## src/rtl/seg7_pkg.sv

```systemverilog
`timescale 1ns/1ps
`default_nettype none
// ============================================================================
// Module      : seg7_pkg
// Description : Shared 7-segment definitions for the encode and decode paths.
//               Patterns are active-high, bit order gfedcba (bit0 = a).
//               Contents:
//                 BCD_W, SEG_W    digit and pattern widths
//                 SEG_0..SEG_9    canonical digit patterns
//                 SEG_7_ALT       7 drawn with segment f lit
//                 SEG_9_ALT       9 drawn without segment d
//                 SEG_BLANK       all segments off
//                 seg7_decode_t   {legal, blank, value} decode result
// Revision    : 1.0 - initial release
// ============================================================================
package seg7_pkg;

    localparam int BCD_W = 4;
    localparam int SEG_W = 7;

    localparam logic [SEG_W-1:0] SEG_0     = 7'h3F;
    localparam logic [SEG_W-1:0] SEG_1     = 7'h06;
    localparam logic [SEG_W-1:0] SEG_2     = 7'h5B;
    localparam logic [SEG_W-1:0] SEG_3     = 7'h4F;
    localparam logic [SEG_W-1:0] SEG_4     = 7'h66;
    localparam logic [SEG_W-1:0] SEG_5     = 7'h6D;
    localparam logic [SEG_W-1:0] SEG_6     = 7'h7D;
    localparam logic [SEG_W-1:0] SEG_7     = 7'h07;
    localparam logic [SEG_W-1:0] SEG_8     = 7'h7F;
    localparam logic [SEG_W-1:0] SEG_9     = 7'h6F;
    localparam logic [SEG_W-1:0] SEG_7_ALT = 7'h27;
    localparam logic [SEG_W-1:0] SEG_9_ALT = 7'h67;
    localparam logic [SEG_W-1:0] SEG_BLANK = 7'h00;

    typedef struct packed {
        logic             legal;   // pattern is one of the decimal glyphs
        logic             blank;   // pattern is all segments off
        logic [BCD_W-1:0] value;   // decimal value, meaningful only when legal
    } seg7_decode_t;

endpackage : seg7_pkg
`default_nettype wire

```

## src/rtl/seg7_pattern_to_bcd.sv

```systemverilog
`timescale 1ns/1ps
`default_nettype none
// ============================================================================
// Module      : seg7_pattern_to_bcd
// Description : Combinational 7-segment pattern to BCD decoder.
//               Ports:
//                 i_pattern  in   7   active-high gfedcba pattern
//                 o_decode   out  6   {legal, blank, value[3:0]}
// Revision    : 1.0 - initial release
// ============================================================================
module seg7_pattern_to_bcd
    import seg7_pkg::*;
(
    input  logic [SEG_W-1:0] i_pattern,
    output seg7_decode_t     o_decode
);

    always_comb begin
        o_decode.legal = 1'b1;
        o_decode.blank = 1'b0;
        o_decode.value = '0;
        case (i_pattern)
            SEG_0:            o_decode.value = BCD_W'(0);
            SEG_1:            o_decode.value = BCD_W'(1);
            SEG_2:            o_decode.value = BCD_W'(2);
            SEG_3:            o_decode.value = BCD_W'(3);
            SEG_4:            o_decode.value = BCD_W'(4);
            SEG_5:            o_decode.value = BCD_W'(5);
            SEG_6:            o_decode.value = BCD_W'(6);
            SEG_7, SEG_7_ALT: o_decode.value = BCD_W'(7);
            SEG_8:            o_decode.value = BCD_W'(8);
            SEG_9, SEG_9_ALT: o_decode.value = BCD_W'(9);
            SEG_BLANK: begin
                o_decode.legal = 1'b0;
                o_decode.blank = 1'b1;
            end
            default:          o_decode.legal = 1'b0;
        endcase
    end

endmodule : seg7_pattern_to_bcd
`default_nettype wire

```

## src/rtl/seg7_scan_decoder.sv

```systemverilog
`timescale 1ns/1ps
`default_nettype none
// ============================================================================
// Module      : seg7_scan_decoder
// Description : Recovers the decimal digits shown on a multiplexed, active-low
//               7-segment bus. Synchronises the bus, waits for a stable sample,
//               decodes the lit digit and flags completed scan frames.
//               Ports:
//                 clk          in   1             system clock
//                 reset        in   1             async active-high reset
//                 an_n         in   NUM_DIGITS    anode enables, active low
//                 seg_n        in   7             cathodes, active low, a=bit0
//                 digit_val    out  4*NUM_DIGITS  digit i at [4i+3:4i]
//                 digit_valid  out  NUM_DIGITS    digit i holds a legal 0-9
//                 digit_err    out  NUM_DIGITS    last capture illegal, non-blank
//                 frame_done   out  1             every digit captured (pulse)
//                 an_conflict  out  1             stable multi-anode sample (pulse)
// Revision    : 1.0 - initial release
// ============================================================================
module seg7_scan_decoder
    import seg7_pkg::*;
#(
    parameter int NUM_DIGITS    = 4,
    parameter int STABLE_CYCLES = 8
) (
    input  logic                        clk,
    input  logic                        reset,
    input  logic [NUM_DIGITS-1:0]       an_n,
    input  logic [SEG_W-1:0]            seg_n,
    output logic [BCD_W*NUM_DIGITS-1:0] digit_val,
    output logic [NUM_DIGITS-1:0]       digit_valid,
    output logic [NUM_DIGITS-1:0]       digit_err,
    output logic                        frame_done,
    output logic                        an_conflict
);

    localparam int                     c_CNT_W   = 8;
    localparam logic [c_CNT_W-1:0]     c_CNT_MAX = c_CNT_W'(STABLE_CYCLES);
    localparam logic [c_CNT_W-1:0]     c_CNT_PRE = c_CNT_W'(STABLE_CYCLES - 1);
    localparam logic [NUM_DIGITS-1:0]  c_AN_ONE  = NUM_DIGITS'(1);

    // Two-flop synchronisers plus one history stage for change detection.
    logic [NUM_DIGITS-1:0]       r_an_s1, r_an_s2, r_an_prev;
    logic [SEG_W-1:0]            r_seg_s1, r_seg_s2, r_seg_prev;
    logic [c_CNT_W-1:0]          r_stable_cnt;

    logic [BCD_W*NUM_DIGITS-1:0] r_digit_val;
    logic [NUM_DIGITS-1:0]       r_digit_valid, r_digit_err, r_mask;
    logic                        r_frame_done, r_an_conflict;

    logic                        w_changed, w_capture;
    logic [NUM_DIGITS-1:0]       w_an_act, w_mask_next;
    logic                        w_any_an, w_multi_an;
    seg7_decode_t                w_dec;

    assign w_changed = ({r_an_s2, r_seg_s2} != {r_an_prev, r_seg_prev});

    // The capture is taken on the edge where the counter steps onto
    // STABLE_CYCLES, so it fires once per stable period and the result is
    // registered alongside the counter.
    assign w_capture = !w_changed && (r_stable_cnt == c_CNT_PRE);

    assign w_an_act   = ~r_an_s2;
    assign w_any_an   = |w_an_act;
    // Clearing the lowest set bit leaves something only if two or more are set.
    assign w_multi_an = (w_an_act & (w_an_act - c_AN_ONE)) != '0;
    assign w_mask_next = r_mask | w_an_act;

    seg7_pattern_to_bcd u_pattern_to_bcd (
        .i_pattern (~r_seg_s2),
        .o_decode  (w_dec)
    );

    always_ff @(posedge clk or posedge reset) begin
        if (reset) begin
            r_an_s1      <= '1;
            r_an_s2      <= '1;
            r_an_prev    <= '1;
            r_seg_s1     <= '1;
            r_seg_s2     <= '1;
            r_seg_prev   <= '1;
            r_stable_cnt <= '0;
        end else begin
            r_an_s1    <= an_n;
            r_an_s2    <= r_an_s1;
            r_an_prev  <= r_an_s2;
            r_seg_s1   <= seg_n;
            r_seg_s2   <= r_seg_s1;
            r_seg_prev <= r_seg_s2;
            if (w_changed) begin
                r_stable_cnt <= c_CNT_W'(1);
            end else if (r_stable_cnt != c_CNT_MAX) begin
                r_stable_cnt <= r_stable_cnt + c_CNT_W'(1);
            end
        end
    end

    always_ff @(posedge clk or posedge reset) begin
        if (reset) begin
            r_digit_val   <= '0;
            r_digit_valid <= '0;
            r_digit_err   <= '0;
            r_mask        <= '0;
            r_frame_done  <= 1'b0;
            r_an_conflict <= 1'b0;
        end else begin
            r_frame_done  <= 1'b0;
            r_an_conflict <= 1'b0;
            if (w_capture && w_multi_an) begin
                r_an_conflict <= 1'b1;
            end else if (w_capture && w_any_an) begin
                for (int i = 0; i < NUM_DIGITS; i++) begin
                    if (w_an_act[i]) begin
                        if (w_dec.legal) begin
                            r_digit_val[i*BCD_W +: BCD_W] <= w_dec.value;
                            r_digit_valid[i]              <= 1'b1;
                            r_digit_err[i]                <= 1'b0;
                        end else begin
                            r_digit_valid[i] <= 1'b0;
                            r_digit_err[i]   <= !w_dec.blank;
                        end
                    end
                end
                // Completing the frame clears the mask in the same update.
                if (&w_mask_next) begin
                    r_frame_done <= 1'b1;
                    r_mask       <= '0;
                end else begin
                    r_mask <= w_mask_next;
                end
            end
        end
    end

    assign digit_val   = r_digit_val;
    assign digit_valid = r_digit_valid;
    assign digit_err   = r_digit_err;
    assign frame_done  = r_frame_done;
    assign an_conflict = r_an_conflict;

endmodule : seg7_scan_decoder
`default_nettype wire

```

## config.mk

```make
export PLATFORM = sky130hd
export DESIGN_NAME = seg7_scan_decoder
export DESIGN_NICKNAME = d
export VERILOG_FILES = /design/src/rtl/seg7_pkg.sv /design/src/rtl/seg7_pattern_to_bcd.sv /design/src/rtl/seg7_scan_decoder.sv
export SDC_FILE = /design/constraint.sdc
export NUM_CORES = 1
export LEC_CHECK = 0
export ABC_AREA = 1
export CAP_MARGIN = 20
export CORE_ASPECT_RATIO = 1.75
export CORE_MARGIN = 2
export CORE_UTILIZATION = 40
export DETAILED_ROUTE_END_ITERATION = 10
export GPL_ROUTABILITY_DRIVEN = 0
export PLACE_DENSITY_LB_ADDON = 0.08
export SETUP_SLACK_MARGIN = 0.02
export SYNTH_ARGS = -nofsm -noshare
export SYNTH_HDL_FRONTEND = slang
export SYNTH_SLANG_ARGS = --single-unit
export TNS_END_PERCENT = 1
```

## constraint.sdc

```tcl
create_clock -name clk -period 4.1 [get_ports clk]
set_clock_uncertainty 0.05 [all_clocks]
set_input_delay 1.23 -clock clk [delete_from_list [all_inputs] [get_ports clk]]
set_output_delay 1.23 -clock clk [all_outputs]
set_load 0.02 [all_outputs]
```

==> out/qor.txt, run 1 <==
============================================================================
Critical hold path startpoint                                    r_seg_s1[1]
Via-per-instance ratio                                                  4.70
Post-layout net count                                                    386
Average wire per standard cell                                       12.5 um
Fraction of layout cells with a size suffix above 1                    14.4%
Count of max-cap constraint violations                                     0
Met1 GRT Util                                                          18.9%
Static leakage                                                       1.78 nW
Post-CTS setup buffer count                                                0
Post-detailed-placement half-perimeter wirelength                    4320 um
Share of the clock period used by the worst path                       62.9%
Hold Buf Count CTS                                                         0
Required time of the worst setup path                                2.82 ns
Worst Path Class, Setup                                           reg -> out
Root buffer selected by CTS                                     sky130_fd_sc_hd__clkbuf_16
Resized Gates After CTS                                                    0
Register area share after synthesis                                    61.6%
Total standard cell area after synthesis                          2950 sq um
Antenna violations before repair                                           0
Number of iterations in the first detailed-routing pass                    4
Number of buffers between clock root and the deepest sink                  2
Number of global-route vias before repair                               2095
Die ar.                                                           8100 sq um
Highest cell delay on the worst timing path                          0.62 ns
Highest net fanout along the worst path                                    2
Total GRT Usage                                                        16.2%
Count of different cell masters after synthesis                           25
Overall power consumption                                            1.47 mW
Routed wire length                                                   5760 um
Critical Path AT                                                     1.30 ns
Cell-by-cell listing of the critical path                       clkdlybuf4s50_1
Met2 layer usage reported by global route                              26.7%
Worst-case hold slack                                               0.303 ns
Synth Instances                                                          324
First-pass GRT wire length                                           9760 um
Worst-margin pin slew                                               0.869 ns
Number of core rows                                                       41
Cell with the biggest individual delay on the critical path     sky130_fd_sc_hd__clkdlybuf4s50_1
Clock tree from TritonCTS                                                yes
Antenna viol nets, final                                                   0
Number of buffers created by CTS                                           9
Total DRC errors in the routed layout                                      0
Clock network latency to the later pin of the worst-skew pair        0.32 ns
Final hold violation count                                                 0
CP startpoint kind                                                 flip-flop
Floorplan core area                                               7180 sq um
Diode count                                                                0
RR Startpoint                                                    r_seg_s2[4]
Total of fill cells in the finished design                               703
Iter 0 DRT Violations                                                    120
Largest net degree at the start of global routing                         44
Total negative slack                                                    0 ns
Syn_area_per_cell                                                 9.10 sq um
YS warnings                                                                0
GR Util met3                                                           4.68%
Post-Synthesis Net Count                                                 339
Buf+Inv Stages, Crit Path                                                  1
Status                                                          complete, no violations
Maximum vdd drop                                                    0.299 mV
Area of all placed cells without fillers                          3680 sq um
Area growth from synthesis to layout                                   24.9%
Critical path launch point                                      digit_val[14]
FMAX                                                                 388 MHz
Vias after detailed routing                                             2169
Hold/Removal Path Class                                           reg -> reg
Clock period minus final worst setup slack                           2.58 ns
Type of element capturing the critical path                      output port
Worst max-slew margin expressed relative to the limit                  42.0%
Count of endpoints failing setup in the final report                       0
Synth Register Bits                                                       71
Post-layout util                                                       51.3%
CTS Sinks                                                                 71
Total cell area at the placement stage                            3440 sq um
Setup repair after global routing missed its margin                       no
Total congestion overflow after global routing                             0
Cell class contributing the biggest share of worst-path delay   buffers and inverters
Initial core utilization                                               41.1%
Power Dens Cells                                                 398 nW/um^2
Number of H-tree branching levels                                          3
Number of slew-limit violations in the final report                        0
Top Usage Layer GRT                                                     met2
Ports                                                                     39
Port Buf Inserts                                                          38
Die X-Extent                                                         68.9 um
Clock Pin Slew Worst Setup and Hold Paths                            0.05 ns
Die height                                                            118 um
============================================================================
per-layer routing:
metal | vias up | wire [um]
met1 | 1012 | 2460
met4 | 0 | 142
met5 | - | 0
met3 | 9 | 209
met2 | 38 | 2950
li1 | 1110 | -
registers in the layout, indices dropped and copies added, names as in the netlist:
signal	cells
frame_done	1
digit_err	4
r_an_s2	4
r_seg_s1	7
digit_val	16
an_conflict	1
r_seg_prev	7
r_mask	4
r_stable_cnt	8
r_seg_s2	7
r_an_prev	4
r_an_s1	4
digit_valid	4
cell usage in the layout, fill, tap and decap left out:
master and instances:
sky130_fd_sc_hd__nand2_1 107, sky130_fd_sc_hd__nor3b_1 1, sky130_fd_sc_hd__o21a_1 1, sky130_fd_sc_hd__nor2_1 33, sky130_fd_sc_hd__nor3_2 1, sky130_fd_sc_hd__clkdlybuf4s50_1 38, sky130_fd_sc_hd__inv_1 33, sky130_fd_sc_hd__nor3_1 6
sky130_fd_sc_hd__o21ai_0 5, sky130_fd_sc_hd__o2111ai_1 1, sky130_fd_sc_hd__xor2_1 1, sky130_fd_sc_hd__nor2_2 2, sky130_fd_sc_hd__nor4_1 1, sky130_fd_sc_hd__ha_1 2, sky130_fd_sc_hd__inv_2 3, sky130_fd_sc_hd__dfrtp_1 38
sky130_fd_sc_hd__nand3_1 33, sky130_fd_sc_hd__nand2_2 1, sky130_fd_sc_hd__nand4_2 1, sky130_fd_sc_hd__buf_12 1, sky130_fd_sc_hd__clkbuf_16 9, sky130_fd_sc_hd__nand3_2 2, sky130_fd_sc_hd__clkbuf_1 6, sky130_fd_sc_hd__xnor2_1 5
sky130_fd_sc_hd__dfstp_2 33, sky130_fd_sc_hd__nor2_4 1, sky130_fd_sc_hd__a21oi_1 10
synthesized netlist by cell type, drive strengths merged:
master / number / area share (%)
nor3b: 1 / 0.25
nor2: 36 / 5.0
nand2: 108 / 14
a21oi: 10 / 1.7
nor3: 7 / 1.4
xnor2: 5 / 1.5
nor4: 1 / 0.21
buf: 3 / 0.68
dfstp: 33 / 29
o21ai: 5 / 0.85
dfrtp: 38 / 32
o21a: 1 / 0.25
inv: 36 / 4.6
o2111ai: 1 / 0.30
xor2: 1 / 0.30
nand4: 1 / 0.42
ha: 2 / 0.85
nand3: 35 / 6.3
report_power, final:
group | total (mW) | internal [mW] | switching [mW] | leakage (nW)
Sequential | 0.747 | 0.732 | 0.0154 | 0.873
Combinational | 0.0640 | 0.0247 | 0.0393 | 0.791
Clock | 0.655 | 0.406 | 0.249 | 0.118
path summary, 6_finish.rpt:
kind	to	slack [ns]	cells after the start
worst max-delay path	digit_val[14]	1.52	1
worst min-delay path	r_seg_s2[1]	0.30	0
worst max register to register	digit_val[0]	1.89	9
worst min register to register	r_seg_s2[1]	0.30	0
max in group asynchronous	r_seg_prev[1]	1.92	3
min in group asynchronous	digit_val[10]	1.37	2
final cells by class:
cell class                      count  area [sq um]  area share, %
Inverter                           36           135           3.67
Sequential cell                    71          1820           49.3
Clock buffer                       15           248           6.72
Tap cell                           86           108           2.92
Timing Repair Buffer               39           400           10.9
Multi-Input combinational cell    214           976           26.5
metrics by stage:
| step | std cells | worst slack [ns] |
|---|---|---|
| 6_report | 461 | 1.52 |
| 3_5_place_dp | 446 | 1.52 |
| 2_1_floorplan | 324 | 1.08 |
| 3_3_place_gp | 446 | 1.54 |
| 5_1_grt | 461 | 1.47 |
| 4_1_cts | 461 | 1.51 |
kinds of logic (layout without fill, tap and decap cells):
group	Yosys count	in the layout	share of synthesized area, %
buffers and inverters	39	90	5.26
adders and majority gates	2	2	0.848
DFF	71	71	61.6
and+or+nand+nor	189	189	27.4
AOI/OAI and AO/OA	17	17	3.10
xor gates and xnor gates	6	6	1.78
Power figures use the tool's default switching activity.
==> inputs of run 2 (changes only) <==
- clock period: 4.1 -> 2.4 ns (I/O delays scaled with it)
==> run 2 against run 1 <==
  * Wire length grew 7.8%
  * Critical path type is now reg -> reg
  * Sequential share of layout area is 0.58 points lower
  * Clock power rose by 83%
  * Global-route usage is 1.6 points higher
  * Clock-buffer cell count unchanged
  * Final cell count is 0.43% higher
  * Worst hold slack lost 0.0016 ns
  * Combinational power rose by 77%
  * Non-clock buffer count is 1 higher
  * Flip-flop and latch count stayed put
  * First-iteration DRC count up 34%
  * Largest cell class unchanged
  * Design area up 1.2%
==> out/qor.txt, run 2 (same netlist as run 1, synthesis figures left out) <==
============================================================================
Met2 layer usage reported by global route                              30.9%   +4.3 points
Clock tree from TritonCTS                                                yes
Most common library cell in the layout ignoring fill and taps   sky130_fd_sc_hd__nand2_1
Share of the clock period used by the worst path                       87.6%
Worst Path Class, Setup                                           reg -> reg
Static leakage                                                       1.80 nW   +1.0%
Post-detailed-placement half-perimeter wirelength                    4530 um   +4.7%
Total DRC errors in the routed layout                                      0   unchanged
RR Startpoint                                                    r_seg_s2[4]
Die height                                                            118 um   unchanged
Count of endpoints failing setup in the final report                       0   unchanged
Highest net fanout along the worst path                                   14   +12
Fin cells                                                                463   +0.43%
Total instance count after detailed placement                            447   +0.22%
Vias after detailed routing                                             2236   +3.1%
Top Usage Layer GRT                                                     met2
Area of all placed cells without fillers                          3730 sq um   +1.2%
Hold/Removal Path Class                                           reg -> reg
Average wire per standard cell                                       13.4 um   +7.3%
Clock network latency to the later pin of the worst-skew pair        0.33 ns   about the same
Die X-Extent                                                         68.9 um   unchanged
Number of buffers between clock root and the deepest sink                  2   unchanged
Post-layout net count                                                    387   +0.26%
First-pass GRT wire length                                          10600 um   +8.3%
Setup slack of the critical path after layout                       0.298 ns   -1.22 ns
Status                                                          complete, no violations
Total cell area at the placement stage                            3450 sq um   +0.33%
Via-per-instance ratio                                                  4.83   +2.6%
Critical hold path startpoint                                     r_an_s1[2]
Initial core utilization                                               41.1%   unchanged
FMAX                                                                 476 MHz
Iter 0 DRT Violations                                                    161   +34%
Die ar.                                                           8100 sq um   unchanged
Routed wire length                                                   6200 um   +7.8%
Largest net degree at the start of global routing                         72   +64%
Number of iterations in the first detailed-routing pass                    4   unchanged
Required time of the worst setup path                                2.57 ns   -0.25 ns
Diode count                                                                0   unchanged
Number of core rows                                                       41   unchanged
Overall power consumption                                            2.60 mW   +77%
Number of flip-flops under the largest register name                      16   unchanged
GR Util met3                                                           5.74%   +1.1 points
Fraction of layout cells with a size suffix above 1                    15.4%   +0.98 points
Setup repair after global routing missed its margin                       no
Critical path launch point                                       r_seg_s2[4]
Post-layout util                                                       51.9%   +0.61 points
Area growth from synthesis to layout                                   26.4%
Total GRT Usage                                                        17.8%   +1.6 points
Worst max-slew margin expressed relative to the limit                  75.4%   +33 points
Critical Path AT                                                     2.27 ns   +0.97 ns
Maximum vdd drop                                                    0.411 mV   +37%
Floorplan core area                                               7180 sq um   unchanged
Clock Pin Slew Worst Setup and Hold Paths                            0.05 ns   about the same
Worst-case hold slack                                               0.301 ns   -0.00158 ns
Final hold violation count                                                 0   unchanged
Number of global-route vias before repair                               2318   +11%
Port Buf Inserts                                                          38   unchanged
Clock period minus final worst setup slack                           2.10 ns
Power Dens Cells                                                 696 nW/um^2   +75%
Number of H-tree branching levels                                          3   unchanged
Antenna viol nets, final                                                   0   unchanged
Total negative slack                                                    0 ns   unchanged
Top library cells by usage in the layout, fill and taps aside   sky130_fd_sc_hd__nand2_1 (107), sky130_fd_sc_hd__dfrtp_1 (38), sky130_fd_sc_hd__clkdlybuf4s50_1 (38)
Met1 GRT Util                                                          18.0%   -0.84 points
Total of fill cells in the finished design                               691   -1.7%
Antenna violations before repair                                           0   unchanged
Root buffer selected by CTS                                     sky130_fd_sc_hd__clkbuf_16
Total congestion overflow after global routing                             0   unchanged
Hold Buf Count CTS                                                         0   unchanged
Ports                                                                     39   unchanged
Worst-margin pin slew                                               0.368 ns   -0.502 ns
Type of element capturing the critical path                        flip-flop
Number of buffers created by CTS                                           9   unchanged
Count of max-cap constraint violations                                     0   unchanged
CP startpoint kind                                                 flip-flop
Worst setup slack after placement                                   0.218 ns   -1.30 ns
CTS Sinks                                                                 71   unchanged
Number of slew-limit violations in the final report                        0   unchanged
============================================================================
## run 2: metal layers
metal	wire (um)	vias to the layer above	part of all wire (%)
met4	186	0	3.0
met5	0	-	0
met2	3470	48	56
met1	2310	1065	37
met3	236	11	3.8
li1	-	1112	-
## run 2: cell type report
cell class	count	area, sq um	share of cell area, %
clock buffer	15	268	7.18
clock inverter	1	5.00	0.134
inverter	36	139	3.72
multi-input combinational	214	983	26.4
sequential	71	1820	48.8
tap	86	108	2.89
timing repair buffer	40	408	10.9
## run 2: what timing repair did
action / CTS / global route
setup buffers: 0 / 0
setup endpoints to repair: 0 / 3
gates resized for setup: 0 / 1
## run 2: critical path, cell delays in order, from the launching register on
cell and delay (ns):
sky130_fd_sc_hd__dfstp_2 0.58, sky130_fd_sc_hd__inv_1 0.10, sky130_fd_sc_hd__nor3_2 0.17, sky130_fd_sc_hd__nand3_1 0.16, sky130_fd_sc_hd__nand2_2 0.15, sky130_fd_sc_hd__nor2_1 0.09
sky130_fd_sc_hd__nand3_4 0.15, sky130_fd_sc_hd__buf_4 0.19, sky130_fd_sc_hd__nand3_1 0.19, sky130_fd_sc_hd__nand2_1 0.11, sky130_fd_sc_hd__nand2_1 0.05
## run 2: worst paths after layout
path                                  to  slack [ns]  depth (start not counted)
min in group asynchronous    an_conflict        0.77                          3
hold / removal                r_an_s2[2]        0.30                          0
max in group asynchronous  r_seg_prev[1]        1.19                          3
setup reg to reg            digit_val[3]        0.30                         10
hold reg to reg               r_an_s2[2]        0.30                          0
setup / recovery            digit_val[3]        0.30                         10
## run 2: power breakdown
group | internal (mW) | total, mW | switching, mW | leakage (nW)
registers | 1.25 | 1.28 | 0.0264 | 0.873
logic | 0.0443 | 0.113 | 0.0691 | 0.793
clock network | 0.754 | 1.20 | 0.450 | 0.134
